[src/rtl/prio_req_queue_pkg.sv]
`default_nettype none
// ============================================================================
// Module   : prio_req_queue_pkg
// Brief    : FSM states, 3-bit source id codes and id-to-mask helper.
// Revision : 1.0
// ============================================================================
package prio_req_queue_pkg;

    typedef enum logic [1:0] {
        IDLE  = 2'd0,
        GRANT = 2'd1,
        HOLD  = 2'd2
    } state_t;

    localparam logic [2:0] c_id_none = 3'b000;
    localparam logic [2:0] c_id_src1 = 3'b001;
    localparam logic [2:0] c_id_src2 = 3'b010;
    localparam logic [2:0] c_id_src3 = 3'b011;
    localparam logic [2:0] c_id_src4 = 3'b100;

    // Pending-vector bit owned by a given source id; none maps to no bit.
    function automatic logic [4:1] id_to_mask(input logic [2:0] id);
        logic [4:1] mask;
        mask = '0;
        case (id)
            c_id_src1: mask = 4'b0001;
            c_id_src2: mask = 4'b0010;
            c_id_src3: mask = 4'b0100;
            c_id_src4: mask = 4'b1000;
            default:   mask = '0;
        endcase
        return mask;
    endfunction

endpackage
`default_nettype wire

[src/rtl/prio_encoder_casez.sv]
`default_nettype none
// ============================================================================
// Module   : prio_encoder_casez
// Brief    : Fixed-priority 4-bit encoder, bit 3 (source 4) highest.
// Revision : 1.0
// ============================================================================
module prio_encoder_casez
    import prio_req_queue_pkg::*;
(
    input  logic [3:0] req,
    output logic [2:0] id
);

    always_comb begin
        id = c_id_none;
        casez (req)
            4'b1???: id = c_id_src4;
            4'b01??: id = c_id_src3;
            4'b001?: id = c_id_src2;
            4'b0001: id = c_id_src1;
            default: id = c_id_none;
        endcase
    end

endmodule
`default_nettype wire

[src/rtl/prio_req_queue.sv]
`default_nettype none
// ============================================================================
// Module   : prio_req_queue
// Brief    : Pulse-to-pending request queue with fixed-priority grant FSM.
// Revision : 1.0
// ============================================================================
module prio_req_queue
    import prio_req_queue_pkg::*;
#(
    parameter int HOLD_CYC = 2
) (
    input  logic       clk,
    input  logic       reset,
    input  logic [4:1] req_pulse,
    input  logic       svc_ready,
    input  logic       ovf_clr,
    output logic [4:1] r,
    output logic       svc_valid,
    output logic [2:0] svc_id,
    output logic [4:1] ovf
);

    localparam int CNT_W = (HOLD_CYC > 1) ? $clog2(HOLD_CYC) : 1;
    localparam logic [CNT_W-1:0] c_hold_load = CNT_W'((HOLD_CYC > 0) ? HOLD_CYC - 1 : 0);

    state_t           r_state;
    state_t           w_state_nxt;
    logic [CNT_W-1:0] r_cnt;
    logic [CNT_W-1:0] w_cnt_nxt;
    logic             w_valid_nxt;
    logic [2:0]       w_id_nxt;
    logic [2:0]       w_enc_id;
    logic             w_hs;
    logic [4:1]       w_clr;
    logic [4:1]       w_ovf_set;

    prio_encoder_casez u_enc (
        .req (r),
        .id  (w_enc_id)
    );

    assign w_hs      = svc_valid & svc_ready;
    assign w_clr     = w_hs ? id_to_mask(svc_id) : 4'b0000;
    // A pulse landing on the bit being cleared is a fresh request, not an overflow.
    assign w_ovf_set = req_pulse & r & ~w_clr;

    always_comb begin
        w_state_nxt = r_state;
        w_cnt_nxt   = r_cnt;
        w_valid_nxt = svc_valid;
        w_id_nxt    = svc_id;
        case (r_state)
            IDLE: begin
                if (r != 4'b0000) begin
                    w_state_nxt = GRANT;
                    w_valid_nxt = 1'b1;
                    w_id_nxt    = w_enc_id;
                end
            end
            GRANT: begin
                if (svc_ready) begin
                    w_valid_nxt = 1'b0;
                    w_id_nxt    = c_id_none;
                    if (HOLD_CYC > 0) begin
                        w_state_nxt = HOLD;
                        w_cnt_nxt   = c_hold_load;
                    end else begin
                        w_state_nxt = IDLE;
                    end
                end
            end
            HOLD: begin
                if (r_cnt == '0) begin
                    w_state_nxt = IDLE;
                end else begin
                    w_cnt_nxt = r_cnt - 1'b1;
                end
            end
            default: begin
                w_state_nxt = IDLE;
                w_valid_nxt = 1'b0;
                w_id_nxt    = c_id_none;
                w_cnt_nxt   = '0;
            end
        endcase
    end

    always_ff @(posedge clk) begin
        if (reset) begin
            r         <= '0;
            ovf       <= '0;
            svc_valid <= 1'b0;
            svc_id    <= c_id_none;
            r_cnt     <= '0;
            r_state   <= IDLE;
        end else begin
            r         <= (r & ~w_clr) | req_pulse;
            ovf       <= (ovf & {4{~ovf_clr}}) | w_ovf_set;
            svc_valid <= w_valid_nxt;
            svc_id    <= w_id_nxt;
            r_cnt     <= w_cnt_nxt;
            r_state   <= w_state_nxt;
        end
    end

endmodule
`default_nettype wire

[config.mk]
export PLATFORM = sky130hd
export DESIGN_NAME = prio_req_queue
export DESIGN_NICKNAME = d
export VERILOG_FILES = /design/src/rtl/prio_req_queue_pkg.sv /design/src/rtl/prio_encoder_casez.sv /design/src/rtl/prio_req_queue.sv
export SDC_FILE = /design/constraint.sdc
export NUM_CORES = 1
export LEC_CHECK = 0
export ABC_AREA = 1
export ABC_CLOCK_PERIOD_IN_PS = 1100
export CORE_AREA = 2 2 39 41
export DETAILED_ROUTE_END_ITERATION = 6
export DIE_AREA = 0 0 41 43
export DONT_BUFFER_PORTS = 1
export PLACE_DENSITY = 0.63
export SYNTH_ARGS = -nofsm -noshare
export SYNTH_HDL_FRONTEND = slang
export SYNTH_HIERARCHICAL = 1
export SYNTH_SLANG_ARGS = --single-unit
export TNS_END_PERCENT = 30
[constraint.sdc]
create_clock -name clk -period 1.1 [get_ports clk]
set_input_delay 0.11 -clock clk [delete_from_list [all_inputs] [get_ports clk]]
set_output_delay 0.11 -clock clk [all_outputs]
set_load 0.01 [all_outputs]
### After elaboration in Yosys (flattened, before gate mapping)

Index checks and enable logic that the tools add are counted.

* register bits: 15
* bits of input ports: 8
* output and inout bits: 12
* word-level logic and storage cells: 51

* add/sub/neg operators: 1
* equal/unequal tests: 12
* mux-type cells: 16
* bitwise gates (word level): 11
* reduce and logical (&&, ||, !) cells: 5

Operator list (number)
* $and 4x4->4: 4
* $pmux 4 s4: 1
* $pmux 3 s4: 1
* $pmux 3 s3: 1
* $or 4x4->4: 2
* $eq 3x1->1 const B: 2
* $eq 3x2->1 const B: 2
* $mux 2: 3
* $mux 3: 2
* $ne 2x2->1 const B: 3
* $pmux 1 s3: 2
* $pmux 2 s3: 1
* $reduce_and 3->1: 2
* $eq 2x1->1 const B: 2
* $eq 4x1->1 const B: 1
* $mux 1: 4
* $mux 4: 1
* $not 4->4: 1
* $reduce_bool 4->1: 1
* $eq 3x3->1 const B: 1
* $not 1->1: 3
* $eq 2x2->1 const B: 1
* $logic_not 2->1: 1
* $reduce_and 2->1: 1
* other kinds (2): 2

### Depth between registers and ports, before layout

* depth after elaboration: 6
* gate-level depth with buffers: 6
* depth with buffers taken out: 6

### Hierarchy

Netlist, hierarchy kept.

Modules (own cells, without submodules)
* prio_req_queue: times used 1, cells each 75, area each 604.3 um^2, sequential area each 300.3 um^2
* prio_encoder_casez: times used 1, cells each 10, area each 40.0 um^2, sequential area each 0.0 um^2

### Worst setup path after synthesis

Ideal clock, no wire load.

* path kind: register -> register
* start: reg r[4] (netlist name)
* end: reg svc_id[0]
* library setup time: 0.132 ns
* arrival: 0.865 ns
* data required time: 0.968 ns
* setup slack: 0.103 ns
* stages on the path, launching flop included: 6
* path buffers: 0
* period minus slack after synthesis: 0.997 ns
* cells stage by stage: dfxtp_1 nor2_1 nand3_4 nand3_2 nand2_1 a21oi_2

* longest elaborated chain between the ends: 4
* elaborated cells between the ends (all ways): 9
* those cells by class: eq/ne: 4; mux: 3; reduce/logical: 2

Ends and longest elaborated chain
* start: declaration: line prio_req_queue.sv:17 `output logic [4:1] r,`
* start signal: assignment: line prio_req_queue.sv:97 `r <= (r & ~w_clr) | req_pulse;`
* $eq 4x1->1 (tied with other cells): line prio_encoder_casez.sv:16 `casez (req)`
* $pmux 3 s4: line prio_encoder_casez.sv:16
* $mux 3: line prio_req_queue.sv:54 `if (r != 4'b0000) begin`
* $pmux 3 s3: line prio_req_queue.sv:52 `case (r_state)`
* end signal: assignment: line prio_req_queue.sv:93 `svc_id <= c_id_none;`
* end signal: assignment: line prio_req_queue.sv:100 `svc_id <= w_id_nxt;`
* end: declaration: line prio_req_queue.sv:19 `output logic [2:0] svc_id,`

Several ways; a longest one is shown, not always the timed one. The select of a mux whose other input is x is not followed.
A chain may end at the register's enable or synchronous reset.

### Worst setup path after layout

* start: reg r[3] (netlist name)
* end: reg svc_id[1]

Same word-level chain as after synthesis.

==> results by group <==
Outcome
  • Run status: complete, but fails checks
  • Failing checks: negative hold slack

Power and ir drop
  • Logic gate share of total power: 18.4%
  • Fraction of power consumed by the clock network: 26.9%
  • Switching part of the total power: 28.9%
  • Internal power consumption: 823 uW
  • Switching component of the power: 334 uW
  • Standby leakage power: 0.321 nW
  • Relative contribution of sequential cells to total power: 54.6%
  • PnR Total Power: 1.16 mW
  • P per Cell Area: 1530 mW/mm^2
  • Largest voltage drop on the vdd net: 0.714 mV

STA
  • Crit path time final: 0.995 ns
  • Rel. slew slack: 84.0%
  • Hold violation total from the final report: 15
  • Final max-slew violation count: 0
  • Max Fclk: 1010 MHz
  • Unrepaired setup endpoints after global routing: false
  • Total of endpoints with negative setup slack in the final report: 0
  • Actual slew at the worst max-slew pin: 0.239 ns
  • Setup Total Neg Slack: 0 ns
  • Skew final: 0.000818 ns
  • Part of the cycle the worst path needs: 90.4%
  • Worst hold slack across all endpoints: -0.118 ns

Critical path
  • Critical Path, Cell by Cell: nor2_1 > nand3_4 > nand3_2 > nand2_1 > a21oi_2
  • Required time at the endpoint of the critical path: 1.32 ns
  • CP Launch Type: flip-flop
  • Maximum fanout encountered on the critical timing path: 5
  • Data arrival time at the worst-slack endpoint: 1.21 ns
  • WS Path Type: flip-flop to flip-flop
  • CP peak stage delay: 0.34 ns
  • CP max-delay cell: sky130_fd_sc_hd__dfxtp_1
  • Worst Setup End Kind: flip-flop
  • Critical path buffer and inverter count: 0
  • Top Family by Delay on Critical Path: simple AND/OR/NAND/NOR gates
  • Worst Reg-to-Reg Cells: 5
  • Stages on worst setup path: 5

Synthesis
  • Total of flip-flops plus latches after synthesis: 15
  • Syn Inst Count: 85
  • Synth Area per Inst: 7.58 um^2
  • Share of flip-flops with an asynchronous set or reset: 0%
  • Seq/Total Area, Yosys: 46.6%
  • Number of synthesized flops with an enable pin: 0
  • Primary flip-flop cell chosen by synthesis mapping: sky130_fd_sc_hd__dfxtp_1
  • Post-synthesis cell type count: 15
  • Total of warnings raised by yosys: 6
  • Post-synthesis instance area: 644 um^2
  • Mapped Nets: 93

Global route
  • Met3 usage in global routing: 6.28%
  • Remaining global-route overflow: 0
  • Layer with the highest usage: met2
  • Wire length of the first global-routing pass: 2150 um
  • GRT Util Overall: 17.9%
  • Number of global-route vias before repair: 520
  • Met2 routing resource usage after global routing: 25.9%
  • GR met1 Demand/Resource: 23.4%
  • Largest net degree at the start of global routing: 16
  • Number of antenna violations at the first check in global routing: 0

Clock network
  • Worst-skew pair later-pin latency: 0.27 ns
  • Sink count of the clock tree: 15
  • Number of buffers created by CTS: 3
  • Maximum count of clock buffers along a single path: 2
  • Clock Tree Root: sky130_fd_sc_hd__clkbuf_4
  • Clock tree from TritonCTS: built
  • CTS H-tree lvls: 1
  • Clock edge transition at the registers on the reported setup and hold paths: 0.09 ns

Final layout
  • Count of antenna diodes in the layout: 0
  • Fin nets: 105
  • Most common cell after layout, fill and taps aside: sky130_fd_sc_hd__nand2_1
  • FILL cells: 150
  • Growth of design area from synthesis to finish: 17.1%
  • Share of final-layout standard cells stronger than drive strength 1: 24.0%
  • Commonest cells after routing, fill and taps aside: sky130_fd_sc_hd__nand2_1 (16), sky130_fd_sc_hd__dfxtp_1 (14), sky130_fd_sc_hd__a21oi_1 (13), sky130_fd_sc_hd__buf_4 (9)

Placed design
  • GP Congestion: 0.808
  • HPWL after DPL: 1030 um
  • Number of buffers inserted by port buffering: 0

Die
  • Placement row count: 14
  • Number of ports placed on the die boundary: 20
  • Die ar.: 0.00176 mm^2
  • DIE WIDTH: 41 um
  • Die Y: 43 um
  • Core region area: 0.00138 mm^2
  • Starting Density: 46.6%

Hold path
  • Tightest Hold Check Type: input port to flip-flop
  • Worst hold path depth: 1

Flow run
  • Max-cap violation count: 0

Drt
  • TritonRoute pass-1 iters: 4
  • Routed WL: 1370 um
  • Total vias in the final route: 586
  • Wirelength per Cell: 12.3 um
  • Number of DRC markers after the initial detailed-route iteration: 19
  • DRC violations left: 0
  • Number of nets still failing antenna checks after routing: 0
  • Via-per-instance ratio: 5.23
[path summary, 6_finish.rpt]
kind	end	slack [ns]	startpoint
setup / recovery	svc_id[1]	0.11	r[3]
hold / removal	r_state[0]	-0.12	reset
setup reg to reg	svc_id[1]	0.11	r[3]
hold reg to reg	r_state[1]	0.49	r_cnt
[logic make-up after synthesis]
family | count (synthesis) | synth area share [%]
compound gates | 15 | 12.8
flops | 15 | 46.6
buf+inv | 12 | 6.99
simple gates | 43 | 33.6
[Yosys cell counts, types with 2 or more instances]
library cell / number / area (um^2)
sky130_fd_sc_hd__nand2_1: 16 / 60.1
sky130_fd_sc_hd__dfxtp_1: 15 / 300
sky130_fd_sc_hd__a21oi_1: 13 / 65.1
sky130_fd_sc_hd__nor2_1: 9 / 33.8
sky130_fd_sc_hd__inv_1: 8 / 30.0
sky130_fd_sc_hd__nand3_1: 8 / 40.0
sky130_fd_sc_hd__nand4_1: 4 / 25.0
sky130_fd_sc_hd__a21oi_2: 2 / 17.5
sky130_fd_sc_hd__clkbuf_1: 2 / 7.51
sky130_fd_sc_hd__inv_2: 2 / 7.51
sky130_fd_sc_hd__nor2_2: 2 / 12.5
[layer usage]
metal | wire length (um) | vias up
met5 | 0 | -
met3 | 94 | 2
li1 | - | 303
met4 | 10 | 0
met1 | 595 | 264
met2 | 672 | 17
[through the flow]
step           cell area, um^2  setup slack [ns]  std cells  utilization, %  hold slack, ns
2_1_floorplan              644             0.103         85               -           0.179
3_3_place_gp               717             0.108        107            51.8           0.175
3_5_place_dp               717            0.0890        107            51.8           0.177
4_1_cts                    743            0.0524        111            53.7          -0.122
5_1_grt                    754            0.0403        112            54.5          -0.143
6_report                   754             0.105        112            54.5          -0.118
[power by group through the flow]
stage	Clock [mW]	Combinational [mW]	Sequential (mW)
6_report	0.312	0.213	0.632
5_1_grt	0.341	0.238	0.638
4_1_cts	0.315	0.204	0.630
3_5_place_dp	0	0.201	0.643
3_3_place_gp	0	0.199	0.641
2_1_floorplan	0	0.128	0.655
[flip-flops by register name (all words and copies together), names as in the netlist]
name	cells
ovf	4
r	4
r_cnt	1
r_state	2
svc_id	3
svc_valid	1
[layout make-up]
cell class | count | area, um^2 | share of cell area (%)
clock buffer | 4 | 26.3 | 3.48
sequential | 15 | 302 | 40.0
timing repair buffer | 9 | 67.6 | 8.96
inverter | 10 | 37.5 | 4.98
tap | 16 | 20.0 | 2.65
multi-input combinational | 58 | 302 | 40.0
[timing repair]
action / 4_1_cts / 5_1_grt
endpoints found under the hold margin: 15 / 15
endpoints found under the setup margin: 0 / 3
resized for setup: 0 / 2
buffers inserted: 0 / 1
(Power assumes the default switching activity.)
